--- src/rtl/serial_x_if.sv ---
// Handshake/data bundle between a frame controller and serial_x_driver.
// The controller drives start/data/len/msb_first; the driver returns the serial bit and status.
interface serial_x_if #(
  parameter int WIDTH = 8,
  parameter int LEN_W = 4
);
  logic             start;
  logic [WIDTH-1:0] data;
  logic [LEN_W-1:0] len;
  logic             msb_first;
  logic             x;
  logic             valid;
  logic             busy;
  logic             done;

  modport master (
    output start, data, len, msb_first,
    input  x, valid, busy, done
  );

  modport slave (
    input  start, data, len, msb_first,
    output x, valid, busy, done
  );
endinterface

--- src/rtl/serial_x_driver.sv ---
// Serialises a parallel word onto x, one bit per clock, MSB- or LSB-first,
// with a busy/done handshake that allows zero-gap restart from the DONE cycle.
module serial_x_driver #(
  parameter int WIDTH = 8,
  parameter int LEN_W = 4
) (
  input  logic       clk,
  input  logic       reset,
  serial_x_if.slave  bus
);

  typedef enum logic [1:0] {
    IDLE  = 2'd0,
    SHIFT = 2'd1,
    DONE  = 2'd2
  } state_e;

  localparam logic [LEN_W-1:0] WIDTH_L = LEN_W'(WIDTH);

  state_e           state_q, state_d;
  logic [WIDTH-1:0] shreg_q, shreg_d;
  logic [LEN_W-1:0] cnt_q, cnt_d;
  logic             msb_q, msb_d;
  logic             x_q, x_d;
  logic             valid_q, valid_d;
  logic             busy_q, busy_d;
  logic             done_q, done_d;

  logic [LEN_W-1:0] eff_len;
  logic [WIDTH-1:0] load_word;

  // MSB-first frames are left-aligned so the frame's top bit always leaves from shreg[WIDTH-1].
  always_comb begin
    eff_len = bus.len;
    if (bus.len == '0 || bus.len > WIDTH_L) eff_len = WIDTH_L;
    load_word = bus.msb_first ? (bus.data << (WIDTH_L - eff_len)) : bus.data;
  end

  // NOTE: every _d gets a default before the case so no path leaves it unassigned (no latches).
  always_comb begin
    state_d = state_q;
    shreg_d = shreg_q;
    cnt_d   = cnt_q;
    msb_d   = msb_q;
    x_d     = 1'b0;
    valid_d = 1'b0;
    busy_d  = 1'b0;
    done_d  = 1'b0;

    unique case (state_q)
      IDLE, DONE: begin
        if (bus.start) begin
          state_d = SHIFT;
          msb_d   = bus.msb_first;
          cnt_d   = eff_len - LEN_W'(1);
          x_d     = bus.msb_first ? load_word[WIDTH-1] : load_word[0];
          shreg_d = bus.msb_first ? (load_word << 1) : (load_word >> 1);
          valid_d = 1'b1;
          busy_d  = 1'b1;
        end else begin
          state_d = IDLE;
        end
      end
      SHIFT: begin
        // cnt_q holds the number of bits still to send after the one now on x.
        if (cnt_q == '0) begin
          state_d = DONE;
          done_d  = 1'b1;
        end else begin
          cnt_d   = cnt_q - LEN_W'(1);
          x_d     = msb_q ? shreg_q[WIDTH-1] : shreg_q[0];
          shreg_d = msb_q ? (shreg_q << 1) : (shreg_q >> 1);
          valid_d = 1'b1;
          busy_d  = 1'b1;
        end
      end
      default: state_d = IDLE;
    endcase
  end

  // NOTE: sequential state uses non-blocking assignments so all flops update from pre-edge values.
  always_ff @(posedge clk or posedge reset) begin
    if (reset) begin
      state_q <= IDLE;
      shreg_q <= '0;
      cnt_q   <= '0;
      msb_q   <= 1'b0;
      x_q     <= 1'b0;
      valid_q <= 1'b0;
      busy_q  <= 1'b0;
      done_q  <= 1'b0;
    end else begin
      state_q <= state_d;
      shreg_q <= shreg_d;
      cnt_q   <= cnt_d;
      msb_q   <= msb_d;
      x_q     <= x_d;
      valid_q <= valid_d;
      busy_q  <= busy_d;
      done_q  <= done_d;
    end
  end

  assign bus.x     = x_q;
  assign bus.valid = valid_q;
  assign bus.busy  = busy_q;
  assign bus.done  = done_q;

endmodule

--- src/flat_wrapper.sv ---
// flat-port wrapper written by rule: the top's interface ports become plain ports
module serial_x_driver_flat 
#(
  parameter int WIDTH = 8,
  parameter int LEN_W = 4
)
  (clk, reset, bus_start, bus_data, bus_len, bus_msb_first, bus_x, bus_valid, bus_busy, bus_done);
  serial_x_if #(.WIDTH(WIDTH), .LEN_W(LEN_W)) bus_i ();
  input  logic clk;
  input  logic reset;
  input wire logic [$bits(bus_i.start)-1:0] bus_start;
  input wire logic [$bits(bus_i.data)-1:0] bus_data;
  input wire logic [$bits(bus_i.len)-1:0] bus_len;
  input wire logic [$bits(bus_i.msb_first)-1:0] bus_msb_first;
  output wire logic [$bits(bus_i.x)-1:0] bus_x;
  output wire logic [$bits(bus_i.valid)-1:0] bus_valid;
  output wire logic [$bits(bus_i.busy)-1:0] bus_busy;
  output wire logic [$bits(bus_i.done)-1:0] bus_done;
  assign bus_i.start = bus_start;
  assign bus_i.data = bus_data;
  assign bus_i.len = bus_len;
  assign bus_i.msb_first = bus_msb_first;
  assign bus_x = bus_i.x;
  assign bus_valid = bus_i.valid;
  assign bus_busy = bus_i.busy;
  assign bus_done = bus_i.done;
  serial_x_driver #(.WIDTH(WIDTH), .LEN_W(LEN_W)) u_core (.clk(clk), .reset(reset), .bus(bus_i));
endmodule
--- config.mk ---
export PLATFORM = sky130hd
export DESIGN_NAME = serial_x_driver_flat
export DESIGN_NICKNAME = d
export VERILOG_FILES = /design/src/rtl/serial_x_if.sv /design/src/rtl/serial_x_driver.sv /design/src/flat_wrapper.sv
export SDC_FILE = /design/constraint.sdc
export NUM_CORES = 1
export LEC_CHECK = 0
export CORE_MARGIN = 1.5
export CORE_UTILIZATION = 55
export CTS_BUF_LIST = sky130_fd_sc_hd__clkbuf_4 sky130_fd_sc_hd__clkbuf_8
export DETAILED_ROUTE_END_ITERATION = 16
export GPL_TIMING_DRIVEN = 0
export PLACE_DENSITY = 0.86
export SYNTH_ARGS = -nofsm -noshare
export SYNTH_HDL_FRONTEND = slang
export SYNTH_SLANG_ARGS = --single-unit
--- constraint.sdc ---
create_clock -name clk -period 2.42 [get_ports clk]
set_clock_uncertainty 0.05 [all_clocks]
set_input_delay 0.484 -clock clk [delete_from_list [all_inputs] [get_ports clk]]
set_output_delay 0.484 -clock clk [all_outputs]
set_load 0.02 [all_outputs]
# After elaboration in Yosys (flattened, before gate mapping)
# Index checks and enable logic that the tools add are counted.
[word_totals] register_bits=18 out_inout_bits=4
[classes] add_sub_neg=3 n_lt_le_gt_ge=1 n_eq_ne=5 shifts=1 mux=23 reduce_logical=8
[op_table] op="2-to-1 mux 8 bit" n=5
[op_table] op="case mux 8 bit (2 select lines)" n=1
[op_table] op="2-to-1 mux 4 bit" n=3
[op_table] op="2-to-1 mux 1 bit" n=9
[op_table] op="zero test 4 bit" n=2
[op_table] op="case mux 4 bit (2 select lines)" n=1
[op_table] op="<< shifter 8 x 4 -> 8 bit" n=1
[op_table] op="subtractor 4 x 1 -> 4 bit (second input constant)" n=2
[op_table] op="> comparator 4 bit (second input constant)" n=1
[op_table] op="!= test 2 bit (second input constant)" n=2
[op_table] op="case mux 1 bit (2 select lines)" n=2
[op_table] op="case mux 2 bit (2 select lines)" n=1
[op_table] op="subtractor 4 bit (first input constant)" n=1
[op_table] op="AND reduction 3 bit" n=1
[op_table] op="== test 2 x 1 -> 1 bit (second input constant)" n=1
[op_table] op="== test 2 bit (second input constant)" n=1
[op_table] op="zero test 2 bit" n=1
[op_table] op="2-to-1 mux 2 bit" n=1
[op_table] op="!= test 2 x 1 -> 1 bit (second input constant)" n=1
[op_table] op="AND reduction 2 bit" n=1
[op_table] op="nonzero test 2 bit" n=1
[op_table] op="OR reduction 2 bit" n=1
[op_table] op="logical OR 1 bit" n=1

# Longest topological paths before layout
# Gate-level depths: netlist of the first run.
[logic_depth] depth_word=9 mapped_depth=10 mapped_depth_nobuf=9

# Least setup slack after synthesis of the first run
# No wires, ideal clock.
[synth_timing] path_type="input -> register" from="input port bus_len[0]" to="register u_core.shreg_q[6]" setup_time_ns=0.077 arrival_ns=2.126 required_ns=2.293 setup_slack_ns=0.167 path_stages=8 cell_sequence="nor2b_1 buf_2 inv_1 ha_1 xnor2_4 mux2_2 o221a_2 o21ai_1"
[synth_via] elab_chain_cells=9 word_cells_on_any_way=10 classes_between="1 x add/sub; 1 x order compare; 1 x shift; 5 x mux; 2 x reduce/logical"
[synth_lines] item="start: declaration" line="flat_wrapper.sv:13" source="input wire logic [$bits(bus_i.len)-1:0] bus_len;"
[synth_lines] item="> comparator 4 bit or zero test 4 bit (tied branches)" line="serial_x_driver.sv:35" source="if (bus.len == '0 || bus.len > WIDTH_L) eff_len = WIDTH_L;"
[synth_lines] item="logical OR 1 bit" line="serial_x_driver.sv:35"
[synth_lines] item="2-to-1 mux 4 bit *" line="serial_x_driver.sv:35"
[synth_lines] item="subtractor 4 bit *" line="serial_x_driver.sv:36" source="load_word = bus.msb_first ? (bus.data << (WIDTH_L - eff_len)) : bus.data;"
[synth_lines] item="<< shifter 8 x 4 -> 8 bit *" line="serial_x_driver.sv:36"
[synth_lines] item="2-to-1 mux 8 bit *" line="serial_x_driver.sv:36"
[synth_lines] item="2-to-1 mux 8 bit *" line="serial_x_driver.sv:57" source="shreg_d = bus.msb_first ? (load_word << 1) : (load_word >> 1);"
[synth_lines] item="2-to-1 mux 8 bit *" line="serial_x_driver.sv:52" source="if (bus.start) begin"
[synth_lines] item="case mux 8 bit (2 select lines) *" line="serial_x_driver.sv:50" source="unique case (state_q)"
[synth_lines] item="end signal: assignment" line="serial_x_driver.sv:94" source="shreg_q <= shreg_d;"
[synth_lines] item="end: declaration" line="serial_x_driver.sv:21" source="logic [WIDTH-1:0] shreg_q, shreg_d;"
# Every way passes the cells marked *; elsewhere a longest branch is shown, timed or not. The select of a mux whose other input is x is not followed.
# A chain may end at the register's enable or synchronous reset.

# Final worst setup path of the first run
[layout_timing] from="input port bus_len[0]" to="register u_core.shreg_q[4]"
# The elaborated chain is that of the path after synthesis.

==> results of run 1 <==
cells in the final DEF, fill, tap and decap left out, drive strengths merged, types with 3 or more instances in the layout:
cell type and count:
nor2b 3, nand2 15, mux2i 13, a21oi 11, dfrtp 18, buf 9, clkdlybuf4s50 18, inv 3
nand3 3, clkbuf 5, o21ai 11, nand2b 4, nor2 17, mux2 5
flip-flops by register name (all words and copies together) (netlist names):
register	count
u_core.shreg_q	8
u_core.cnt_q	4
u_core.state_q	2
u_core.bus.done	1
u_core.bus.valid	1
u_core.bus.x	1
u_core.msb_q	1
repair_timing:
action | in CTS | in global routing
pin swaps | 1 | 3
setup buffers | 0 | 2
endpoints found under the setup margin | 8 | 7
gates resized for setup | 7 | 8
hold buffers | 0 | 0
gates cloned | 0 | 0
per-layer routing:
layer / global-route usage (%) / share of wire, % / wire length (um)
met2: 43.7 / 51 / 1590
met3: 1.75 / 4.0 / 126
met4: 10.8 / 2.9 / 90
met5: 0 / 0 / 0
met1: 33.0 / 42 / 1330
cell type report:
type / count / area (um^2)
multi-input combinational: 110 / 793
fill: 174 / 598
sequential: 18 / 450
timing repair buffer: 21 / 208
buffer: 9 / 61.3
tap: 28 / 35.0
clock buffer: 3 / 22.5
inverter: 5 / 22.5
cell families after synthesis:
group                      after synthesis  synth area share (%)
and+or+nand+nor                         50                  18.4
muxes                                   18                  14.9
AOI/OAI and AO/OA                       38                  20.7
buffers and inverters                   14                  5.79
xor gates and xnor gates                 2                  2.85
DFF                                     18                  35.4
adders and majority gates                2                  1.96
report_power, final:
part / leakage, nW / internal [mW] / switching, mW
combinational: 0.441 / 0.451 / 0.528
clock: 0.0138 / 0.0582 / 0.0917
sequential: 0.221 / 0.436 / 0.114
metrics by stage:
stage,setup slack (ns),TNS [ns]
2_1_floorplan,0.167,0
3_3_place_gp,-0.503,-3.37
3_5_place_dp,-0.635,-3.90
4_1_cts,0.00797,0
5_1_grt,-0.111,-0.291
6_report,0.0491,0
worst paths after layout:
| kind | start | to | cells after the start |
|---|---|---|---|
| worst min register to register | u_core.shreg_q[5]$_DFFE_PP0P_ | u_core.shreg_q[5]$_DFFE_PP0P_ | 2 |
| worst min-delay path | u_core.shreg_q[5]$_DFFE_PP0P_ | u_core.shreg_q[5]$_DFFE_PP0P_ | 2 |
| max in group asynchronous | reset | u_core.shreg_q[1]$_DFFE_PP0P_ | 2 |
| worst max-delay path | bus_len[0] | u_core.shreg_q[4]$_DFFE_PP0P_ | 9 |
| min in group asynchronous | reset | u_core.state_q[0]$_DFFE_PP0P_ | 2 |
| worst max register to register | u_core.state_q[0]$_DFFE_PP0P_ | u_core.cnt_q[2]$_DFFE_PP0P_ | 9 |
critical path, delay by kind of cell:
| family | cells | cell delay (ns) |
|---|---|---|
| buf+inv | 3 | 0.75 |
| xor+xnor | 1 | 0.19 |
| fa+ha+maj | 1 | 0.22 |
| simple gates | 2 | 0.45 |
| compound gates | 2 | 0.42 |
cell usage after synthesis, types with 2 or more instances:
cell,n,share of area [%]
o21ai_1,2,0.79
nand2b_1,4,2.0
buf_2,2,0.79
nand2_1,15,4.4
ha_1,2,2.0
inv_1,3,0.88
mux2_2,4,3.5
nor3_1,2,0.79
a221oi_1,2,1.4
a21oi_1,10,3.9
a311oi_2,2,2.4
dfrtp_1,18,35
buf_4,3,1.8
clkbuf_1,3,0.88
mux2i_1,13,10
o31ai_1,2,1.2
o21ai_0,9,3.5
nor2_1,17,5.0
nand3_1,3,1.2
nor2b_1,3,1.5
==> reports/qor.csv, run 1 <==
metric,value,unit
initial antenna violation count,0,
peak supply drop,572,uV
synthesized area per cell,8.97,um^2
number of global-route vias before repair,1062,
Tot Pwr,1.68,mW
gp weighted congestion,0.855,
CORE AREA,2190,um^2
fin nets,186,
R2R Setup Slk,0.42,ns
share of the yosys chip area belonging to registers,35.4,%
DP Cell Count,189,
fin area,1590,um^2
"FF+latch count, synth",18,
first-pass GRT wire length,4910,um
Clock transition at path regs,0.10,ns
CTS root buffer,clkbuf_4,
syn_nets,160,
mapped cell area,1270,um^2
Worst Hold Slack,0.492,ns
count of different cell masters after synthesis,43,
global router's overall resource usage,25.5,%
Skew-Pair Late Insertion Delay,0.30,ns
"Slew Viols, Final",0,
period utilisation layout,98.0,%
WL final,3130,um
final core occ,72.7,%
"Max stage delay cell, worst path",clkdlybuf4s50_1,
max-cap violations,0,
via-per-instance ratio,6.03,
crit-path max cell delay,0.48,ns
CP Launch Type,input port,
Post-DP Area,1500,um^2
Fin. Hold Viols,0,
Num Clock Sinks,18,
routed length per placed instance,16.1,um
Synth Warn #,0,
fmax,422,MHz
cells after synthesis,142,
DPL Wire Length,2300,um
die height,51.1,um
ANT nets after route,0,
drt pass-1 iters,4,
"FFs w/ async S/R, synth",100,%
CTS tree,done,
status,completed,
number of diodes,0,
Period minus WS final,2.37,ns
number of non-filler instances in the completed layout,194,
cell area power density,1050,nW/um^2
DRT iter0 DRCs,48,
die area,2610,um^2
Initial Util,58.1,%
crit-path cells,clkdlybuf4s50_1 > nor2b_2 > buf_4 > clkinvlp_4 > ha_4 > xor2_1 > nor2_1 > a221oi_2 > a311oi_2,
Area Overhead vs Synth,25.0,%
WP data arrival,2.53,ns
vias,1170,
Port Buffers,19,
ys flop type,dfrtp_1,
Hold Path Class,reg -> reg,
Post-synth EDFFs,0,
grt ovf,0,
final setup fails,0,
clock buffer depth,2,
largest net degree at the start of global routing,19,
Setup CP Type,in -> reg,
Worst setup EP type,flip-flop,
Top Ports,20,
Worst Path Max Fanout,5,
DRC,0,
Worst Tran Pin Value,0.679,ns
share of cells above drive strength 1,18.1,%
FP Rows,17,
TritonCTS Buffers,3,
Worst slew margin,54.7,%
critical path required time,2.58,ns
P_leak,0.676,nW
H-tree Lvls,1,
Die Wd,51.1,um
Power figures use the tool's default switching activity.
==> inputs of run 2 (changes only) <==
SETUP_SLACK_MARGIN = 0.4   (was default)
SKIP_LAST_GASP = 1   (was default)
==> run 2 against run 1 <==
Clock power about the same. Setup slack gained 0.35 ns. Critical path depth stayed put. Highest routed layer unchanged.
==> reports/qor.csv, run 2 (synthesis gave the netlist of run 1 again) <==
metric,value,unit,change
Initial Util,58.1,%,unchanged
cts hold-fix bufs,0,,unchanged
global router's overall resource usage,27.0,%,+1.5 points
number of global-route vias before repair,1107,,+4.2%
Worst setup EP type,flip-flop,,
fin nets,188,,+1.1%
Largest regs,"u_core.shreg_q: 8 flops, u_core.cnt_q: 4 flops, u_core.state_q: 2 flops",,
Worst Setup SP,bus_len[0],,
via-per-instance ratio,6.37,,+5.7%
number of diodes,0,,unchanged
Period minus WS final,2.02,ns,-0.352 ns
largest net degree at the start of global routing,19,,unchanged
crit-path cells,dlygate4sd2_1 > nor2b_1 > buf_4 > inv_6 > ha_4 > mux2_2 > a2bb2oi_1 > o31ai_1 > a22o_1,,
final setup fails,0,,unchanged
RSZ-0062 raised after global routing,yes,,
CORE AREA,2190,um^2,unchanged
CTS tree,done,,
"commonest non-fill, non-tap cells in the layout","dfrtp_1, nor2_1, clkdlybuf4s50_1",,
initial antenna violation count,0,,unchanged
pre-CTS setup slack,-0.216,ns,+0.418 ns
Comb pwr share,59.9,%,+1.6 points
Clock transition at path regs,0.09,ns,about the same
first-pass GRT wire length,5240,um,+6.8%
period utilisation layout,83.4,%,-15 points
PnR worst setup slack,0.401,ns,+0.352 ns
clock power share,8.5,%,-0.4 points
Fin. Hold Viols,0,,unchanged
CP Launch Type,input port,,
DRC,0,,unchanged
routed length per placed instance,16.9,um,+4.7%
DP Cell Count,189,,unchanged
die area,2610,um^2,unchanged
Setup CP Type,in -> reg,,
critical path required time,2.61,ns,+0.03 ns
TritonCTS Buffers,3,,unchanged
WP data arrival,2.21,ns,-0.32 ns
Biggest register,u_core.shreg_q,,
status,completed,,
P_int,0.981,mW,+3.9%
Hold Path Class,reg -> reg,,
Num Clock Sinks,18,,unchanged
H-tree Lvls,1,,unchanged
Area Overhead vs Synth,32.6,%,
register share of total power,31.6,%,-1.2 points
Top Ports,20,,unchanged
Worst slew margin,55.7,%,+1.0 points
net switching power figure,0.766,mW,+4.3%
FP Rows,17,,unchanged
die height,51.1,um,unchanged
max reg flops,8,,unchanged
CTS root buffer,clkbuf_4,,
max-cap violations,0,,unchanged
sw frac,43.8,%,+0.11 points
number of non-filler instances in the completed layout,196,,+1.0%
drt pass-1 iters,4,,unchanged
"Max stage delay cell, worst path",mux2_2,,
"Slew Viols, Final",0,,unchanged
vias,1249,,+6.8%
FF-to-FF Start,u_core.state_q[1]$_DFFE_PP0P_,,
Skew-Pair Late Insertion Delay,0.30,ns,about the same
Worst Tran Pin Value,0.664,ns,-0.0153 ns
P_leak,0.711,nW,+5.3%
WL final,3310,um,+5.8%
share of cells above drive strength 1,22.6,%,+4.5 points
cell area power density,1030,nW/um^2,-1.9%
final core occ,77.1,%,+4.4 points
clock buffer depth,2,,unchanged
Die Wd,51.1,um,unchanged
Worst Path Max Fanout,6,,+1
gp weighted congestion,0.888,,+3.8%
fmax,495,MHz,+17%
Hold Crit Start,u_core.shreg_q[6]$_DFFE_PP0P_,,
crit-path max cell delay,0.35,ns,-0.13 ns
DRT iter0 DRCs,76,,+58%
grt ovf,0,,unchanged
peak supply drop,718,uV,+26%
Port Buffers,19,,unchanged
ANT nets after route,0,,unchanged
"most common cell after layout, fill and taps aside",dfrtp_1,,
DPL Wire Length,2270,um,-1.2%
-- run 2: cell types whose count changed in the layout (fill, tap and decap cells not counted), sizes merged --
cell and delta:
clkbuf +2, clkdlybuf4s15 +1, clkdlybuf4s50 -2, clkinv -1, dlygate4sd2 +1, inv +1
-- run 2: timing repair --
action / in CTS / in global routing
buffers inserted: 1 / 3
resized for setup: 14 / 13
pin swaps: 7 / 7
endpoints found under the setup margin: 8 / 9
-- run 2: worst paths after layout --
path	end	slack (ns)	cells after the start
worst max-delay path	u_core.shreg_q[1]$_DFFE_PP0P_	0.40	9
worst min-delay path	u_core.shreg_q[6]$_DFFE_PP0P_	0.49	2
worst max register to register	u_core.cnt_q[2]$_DFFE_PP0P_	0.60	9
worst min register to register	u_core.shreg_q[6]$_DFFE_PP0P_	0.49	2
max in group asynchronous	u_core.shreg_q[1]$_DFFE_PP0P_	1.38	2
min in group asynchronous	u_core.cnt_q[0]$_DFFE_PP0P_	0.52	2
-- run 2: area by class of cell --
class	count	area (um^2)
clock buffer	3	22.5
inverter	5	27.5
timing repair buffer	23	234
multi-input combinational	110	846
buffer	9	73.8
fill	136	502
sequential	18	450
tap	28	35.0
-- run 2: worst max-delay path: cells and delay by family --
family | cells | cell delay, ns
adders and majority gates | 1 | 0.18
AOI/OAI and AO/OA | 3 | 0.61
buffers and inverters | 3 | 0.46
and+or+nand+nor | 1 | 0.12
muxes | 1 | 0.35
-- run 2: routing by layer --
metal,track usage (%),vias up,wire [um]
met1,36.9,595,1420
met5,0,-,0
li1,-,578,-
met2,42.9,65,1600
met3,4.68,11,201
met4,9.91,0,97
-- run 2: metrics by stage --
step	power [mW]	TNS (ns)	cell area [um^2]	hold WS (ns)
6_report	1.75	0	1690	0.495
5_1_grt	1.89	0	1690	0.531
4_1_cts	1.67	0	1590	0.489
3_5_place_dp	1.51	-1.33	1520	0.467
3_3_place_gp	1.45	-1.18	1520	0.447
2_1_floorplan	1.25	0	1290	0.373
-- run 2: power groups by stage --
stage | clock, mW | combinational (mW) | sequential [mW]
global placement | 0 | 0.916 | 0.539
floorplan | 0 | 0.706 | 0.541
global route | 0.161 | 1.16 | 0.566
finish | 0.149 | 1.05 | 0.552
CTS | 0.146 | 0.977 | 0.546
detailed placement | 0 | 0.959 | 0.548
